[src/rtl/nd_2to1_if.sv]
// Two-phase toggle channel: req toggles to offer dat, ack copies req to accept it.
// A channel is pending while req != ack; the sender holds dat stable until then.
`ifndef NS_ADDRESS_SIZE
`define NS_ADDRESS_SIZE 16
`endif
`ifndef NS_DATA_SIZE
`define NS_DATA_SIZE 8
`endif

interface nd_2to1_if #(
  parameter int DSZ = `NS_DATA_SIZE
);
  logic           req;
  logic           ack;
  logic [DSZ-1:0] dat;

  modport master (output req, output dat, input ack);
  modport slave  (input req, input dat, output ack);
endinterface

[src/rtl/nd_2to1.sv]
// nd_2to1: two-phase merge node, rcv0/rcv1 -> snd0, one message in flight.
// The chosen input is acked only after the downstream has acked the forwarded copy.
// All incoming handshake bits cross a 2-flop synchronizer.
// Optional feature: define NS_2TO1_FAIR_EN for round-robin arbitration;
// undefined gives fixed priority with rcv0 always winning.
`ifndef NS_ADDRESS_SIZE
`define NS_ADDRESS_SIZE 16
`endif
`ifndef NS_DATA_SIZE
`define NS_DATA_SIZE 8
`endif

module nd_2to1 #(
  parameter int ASZ = `NS_ADDRESS_SIZE,
  parameter int DSZ = `NS_DATA_SIZE
) (
  input  logic      i_clk,
  input  logic      reset,
  output logic      ready,
  nd_2to1_if.slave  rcv0,
  nd_2to1_if.slave  rcv1,
  nd_2to1_if.master snd0
);

  // ASZ only keeps the link parameter list uniform; reject nonsense values early.
  if (ASZ < 1) begin : g_asz_chk
    $error("nd_2to1: ASZ must be at least 1");
  end

  typedef enum logic {IDLE = 1'b0, WAIT = 1'b1} state_t;

  state_t         state_q, state_d;
  logic           ready_q, ready_d;
  logic           sel_q, sel_d;
  logic [1:0]     rcv_ack_q, rcv_ack_d;
  logic           snd_req_q, snd_req_d;
  logic [DSZ-1:0] snd_dat_q, snd_dat_d;
  // synchronizer bit order: {snd0_ack, rcv1_req, rcv0_req}
  logic [2:0]     meta_q, meta_d;
  logic [2:0]     sync_q, sync_d;
  logic [1:0]     pend;
  logic           pick;
`ifdef NS_2TO1_FAIR_EN
  logic           last_q, last_d;
`endif

  // an input is pending when its synced req differs from our ack
  assign pend = sync_q[1:0] ^ rcv_ack_q;

  // arbitration: choose among pending inputs (pick is only used when pend != 0)
  always_comb begin
`ifdef NS_2TO1_FAIR_EN
    pick = (&pend) ? ~last_q : ~pend[0];
`else
    pick = ~pend[0];
`endif
  end

  // next-state logic for the synchronizers and the IDLE/WAIT machine
  always_comb begin
    meta_d    = {snd0.ack, rcv1.req, rcv0.req};
    sync_d    = meta_q;
    ready_d   = 1'b1;
    state_d   = state_q;
    sel_d     = sel_q;
    rcv_ack_d = rcv_ack_q;
    snd_req_d = snd_req_q;
    snd_dat_d = snd_dat_q;
`ifdef NS_2TO1_FAIR_EN
    last_d    = last_q;
`endif
    case (state_q)
      IDLE: begin
        if (ready_q && (|pend)) begin
          // data of a pending input is already stable, safe to sample directly
          sel_d     = pick;
          snd_dat_d = pick ? rcv1.dat : rcv0.dat;
          snd_req_d = ~snd_req_q;
          state_d   = WAIT;
        end
      end
      WAIT: begin
        if (sync_q[2] == snd_req_q) begin
          rcv_ack_d[sel_q] = ~rcv_ack_q[sel_q];
`ifdef NS_2TO1_FAIR_EN
          last_d = sel_q;
`endif
          state_d = IDLE;
        end
      end
      default: state_d = IDLE;
    endcase
  end

  // state and output registers, async active-low reset
  always_ff @(posedge i_clk or negedge reset) begin
    if (!reset) begin
      meta_q    <= '0;
      sync_q    <= '0;
      ready_q   <= 1'b0;
      state_q   <= IDLE;
      sel_q     <= 1'b0;
      rcv_ack_q <= '0;
      snd_req_q <= 1'b0;
      snd_dat_q <= '0;
`ifdef NS_2TO1_FAIR_EN
      last_q    <= 1'b1;
`endif
    end else begin
      meta_q    <= meta_d;
      sync_q    <= sync_d;
      ready_q   <= ready_d;
      state_q   <= state_d;
      sel_q     <= sel_d;
      rcv_ack_q <= rcv_ack_d;
      snd_req_q <= snd_req_d;
      snd_dat_q <= snd_dat_d;
`ifdef NS_2TO1_FAIR_EN
      last_q    <= last_d;
`endif
    end
  end

  assign ready    = ready_q;
  assign rcv0.ack = rcv_ack_q[0];
  assign rcv1.ack = rcv_ack_q[1];
  assign snd0.req = snd_req_q;
  assign snd0.dat = snd_dat_q;

endmodule

[src/flat_wrapper.sv]
// flat-port wrapper written by rule: the top's interface ports become plain ports
module nd_2to1_flat 
#(
  parameter int ASZ = `NS_ADDRESS_SIZE,
  parameter int DSZ = `NS_DATA_SIZE
)
  (i_clk, reset, ready, rcv0_req, rcv0_dat, rcv0_ack, rcv1_req, rcv1_dat, rcv1_ack, snd0_req, snd0_dat, snd0_ack);
  nd_2to1_if #(.DSZ(DSZ)) rcv0_i ();
  nd_2to1_if #(.DSZ(DSZ)) rcv1_i ();
  nd_2to1_if #(.DSZ(DSZ)) snd0_i ();
  input  logic i_clk;
  input  logic reset;
  output logic ready;
  input wire logic [$bits(rcv0_i.req)-1:0] rcv0_req;
  input wire logic [$bits(rcv0_i.dat)-1:0] rcv0_dat;
  output wire logic [$bits(rcv0_i.ack)-1:0] rcv0_ack;
  input wire logic [$bits(rcv1_i.req)-1:0] rcv1_req;
  input wire logic [$bits(rcv1_i.dat)-1:0] rcv1_dat;
  output wire logic [$bits(rcv1_i.ack)-1:0] rcv1_ack;
  output wire logic [$bits(snd0_i.req)-1:0] snd0_req;
  output wire logic [$bits(snd0_i.dat)-1:0] snd0_dat;
  input wire logic [$bits(snd0_i.ack)-1:0] snd0_ack;
  assign rcv0_i.req = rcv0_req;
  assign rcv0_i.dat = rcv0_dat;
  assign rcv0_ack = rcv0_i.ack;
  assign rcv1_i.req = rcv1_req;
  assign rcv1_i.dat = rcv1_dat;
  assign rcv1_ack = rcv1_i.ack;
  assign snd0_req = snd0_i.req;
  assign snd0_dat = snd0_i.dat;
  assign snd0_i.ack = snd0_ack;
  nd_2to1 #(.ASZ(ASZ), .DSZ(DSZ)) u_core (.i_clk(i_clk), .reset(reset), .ready(ready), .rcv0(rcv0_i), .rcv1(rcv1_i), .snd0(snd0_i));
endmodule
[config.mk]
export PLATFORM = sky130hd
export DESIGN_NAME = nd_2to1_flat
export DESIGN_NICKNAME = d
export VERILOG_FILES = /design/src/rtl/nd_2to1_if.sv /design/src/rtl/nd_2to1.sv /design/src/flat_wrapper.sv
export SDC_FILE = /design/constraint.sdc
export NUM_CORES = 1
export LEC_CHECK = 0
export ABC_AREA = 1
export CAP_MARGIN = 20
export CORE_ASPECT_RATIO = 1.75
export CORE_MARGIN = 8
export CORE_UTILIZATION = 35
export DETAILED_ROUTE_END_ITERATION = 6
export GPL_ROUTABILITY_DRIVEN = 0
export GPL_TIMING_DRIVEN = 0
export PLACE_DENSITY = 0.73
export SLEW_MARGIN = 25
export SYNTH_ARGS = -nofsm -noshare
export SYNTH_HDL_FRONTEND = slang
export SYNTH_SLANG_ARGS = --single-unit
[constraint.sdc]
create_clock -name i_clk -period 3.05 [get_ports i_clk]
set_clock_uncertainty 0.1 [all_clocks]
set_input_delay 0.4575 -clock i_clk [delete_from_list [all_inputs] [get_ports i_clk]]
set_output_delay 0.4575 -clock i_clk [all_outputs]
set_load 0.02 [all_outputs]
==> results of run 1 <==
-- per-stage QoR --
step	cells	total power, W	cell area [um2]	setup slack [ns]
final	169	0.001261	1345	1.158
after global routing	169	0.001349	1345	1.063
after CTS	169	0.001276	1345	1.138
after detailed placement	165	0.001011	1274	1.360
after global placement	165	0.0009941	1274	1.404
after floorplan	107	0.0007686	920.9	1.793
-- registers in the layout, indices dropped and copies added, names as in the netlist --
name              flops
u_core.meta_q         3
u_core.rcv_ack_q      2
u_core.ready          1
u_core.sel_q          1
u_core.snd0.dat       8
u_core.snd0.req       1
u_core.state_q        1
u_core.sync_q         3
-- routing by layer --
metal,GRT usage,share of wire
met5,0,0
met4,0.03378,0.013
met3,0.03393,0.065
met2,0.1731,0.54
met1,0.1138,0.38
-- cell type report --
type                            count  area (um2)
Sequential cell                    20       500.5
Inverter                            8       30.03
Timing Repair Buffer               32       320.3
Fill cell                         254        1147
Clock inverter                      1       30.03
Tap cell                           26       32.53
Buffer                              2       22.52
Clock buffer                        3       41.29
Multi-Input combinational cell     77       367.9
-- path summary, 6_finish.rpt --
kind / start / endpoint / slack (ns) / cells past startpoint
hold / removal: u_core.meta_q[1] / u_core.sync_q[1] / 0.25 / 0
max in group asynchronous: reset / u_core.snd0.dat[6] / 1.71 / 1
min in group asynchronous: reset / u_core.ready / 0.60 / 1
hold reg to reg: u_core.meta_q[1] / u_core.sync_q[1] / 0.25 / 0
setup reg to reg: u_core.rcv_ack_q[0] / u_core.snd0.dat[6] / 1.80 / 5
setup / recovery: u_core.rcv_ack_q[0] / rcv0_ack / 1.16 / 1
-- report_power, final --
group          internal, W  switching (W)  leakage, nW
Clock             0.000175      0.0000846       0.0357
Combinational     0.000255       0.000316        0.391
Sequential        0.000356      0.0000736        0.241
-- cells by family (layout without fill, tap and decap cells) --
logic type,Yosys count,count (layout),synth area share
compound gates,1,1,0.008155
other cells,1,1,0.004072
buf+inv,10,46,0.05706
simple gates,75,75,0.3872
flops,20,20,0.5435
-- Yosys cell counts, drive strengths merged --
cell type   n
dfrtp      20
nand4       2
nand2      42
buf         2
conb        1
nand3      30
nor2        1
a21boi      1
inv         8
==> flow_summary.toml, run 1 <==
[floorplanning]
fp.dieH_um = 83.86
dieArea_um2 = 4593
coreArea_um2 = 2492
die_w_um = 54.78
pin_count = 33
start_util = 0.3695
rows = 24

[power_and_ir_drop]
leakagePower_nw = 0.6674
ir_drop_mv = 0.5143
p_per_area_nw_per_um2 = 937.2

[timing]
hold_violations = 0
fin_crit_ns = 1.892
setup_viol = 0
relSlewSlack = 0.4113
max_clock_freq_mhz = 528.4
period_share = 0.6205
timing_max_transition_violations_final = 0
finalSetupTns_ns = 0
tightest_slew_ns = 0.8803
rsz0062_at_grt = "false"
hold_ws_ns = 0.2509

[critical_path]
worstPathRequired_ns = 2.49
path_buf_inv = 1
path_max_fanout = 5
cp.arrival_ns = 1.34
start_kind = "register"
cpMaxStageDelayCell = "clkdlybuf4s50_1"
crit_family = "buffers and inverters"
worst_setup_path_end_kind = "output port"
crit_type = "reg -> out"
max_stage_delay_ns = 0.64
path_cells = "clkdlybuf4s50_1"

[global_route]
antenna_found_initial = 0
grt_pass1_wl_mm = 3.726
grt_max_degree = 21
overflow = 0
grt_pass1_vias = 834
track_usage = 0.1033

[finish]
final_common_cell = "nand2_1"
area_delta_synth_final_pct = 46.06
drive_above_1_share = 0.08392
fin_nets = 165
insertedDiodeCount = 0
mostFrequentLayoutCells = "nand2_1 (39), clkdlybuf4s50_1 (32), nand3_1 (29)"
utilization = 0.5397

[cts]
cts_post_setup_buffers_inserted = 0
cts.path.max_buffers = 2
ctsHoldBuffers = 0
clockRootBuffer = "clkbuf_8"
ctsResizeCount = 0
worstSkewPairLatency_ns = 0.25
cts.sinks = 20
cts_max_level = 1
path_clk_slew_ns = 0.08
cts_tree = "built"
numCtsBuffers = 3

[drt]
wire_per_inst_um = 12.93
post_drt_via_cell_ratio = 4.822
vias = 815
drt_pass1_iterations = 4
first_iter_violations = 23
drc = 0
drt.antenna.violating_nets = 0
wirelength_mm = 2.185

[yosys]
syn_avg_cell_area_um2 = 8.606
yosysUniqueCellTypes = 13
synthesis.area_um2 = 920.9
synth-seq-area-share = 0.5435
syn_nets = 128
netlist_instances = 107
yosysWarningCount = 0
synth_area_leader_cell = "dfrtp_1"
synth_area_leaders = "dfrtp_1 (54%), nand2_1 (16%), nand3_1 (16%)"
yosysTopAreaCellShare = 0.5435
synth_seq_cells = 20

[run]
cap_viol_max_count = 0

[hold_path]
holdCritPathClass = "reg -> reg"

[status]
status = "completed"

[placement]
place.detailed.hpwl_mm = 1.787
io_buffers = 32
No activity file was read; power rests on OpenSTA's default activity.
==> inputs of run 2 (changes only) <==
==> constraint.sdc (replaced) <==
create_clock -name i_clk -period 2 [get_ports i_clk]
set_clock_uncertainty 0.1 [all_clocks]
set_input_delay 0.3 -clock i_clk [delete_from_list [all_inputs] [get_ports i_clk]]
set_output_delay 0.3 -clock i_clk [all_outputs]
set_load 0.02 [all_outputs]
==> results of run 2 <==
Same layout as run 1 (identical final DEF). Status: completed.
Among the figures that moved: setup slack after placement 1.360 ns -> 0.4678 ns; setup slack after layout 1.158 ns -> 0.2650 ns; register-to-register setup slack 1.80 ns -> 0.75 ns; total power 0.001261 W -> 0.001922 W; worst IR drop on VDD 0.5143 mV -> 0.7844 mV
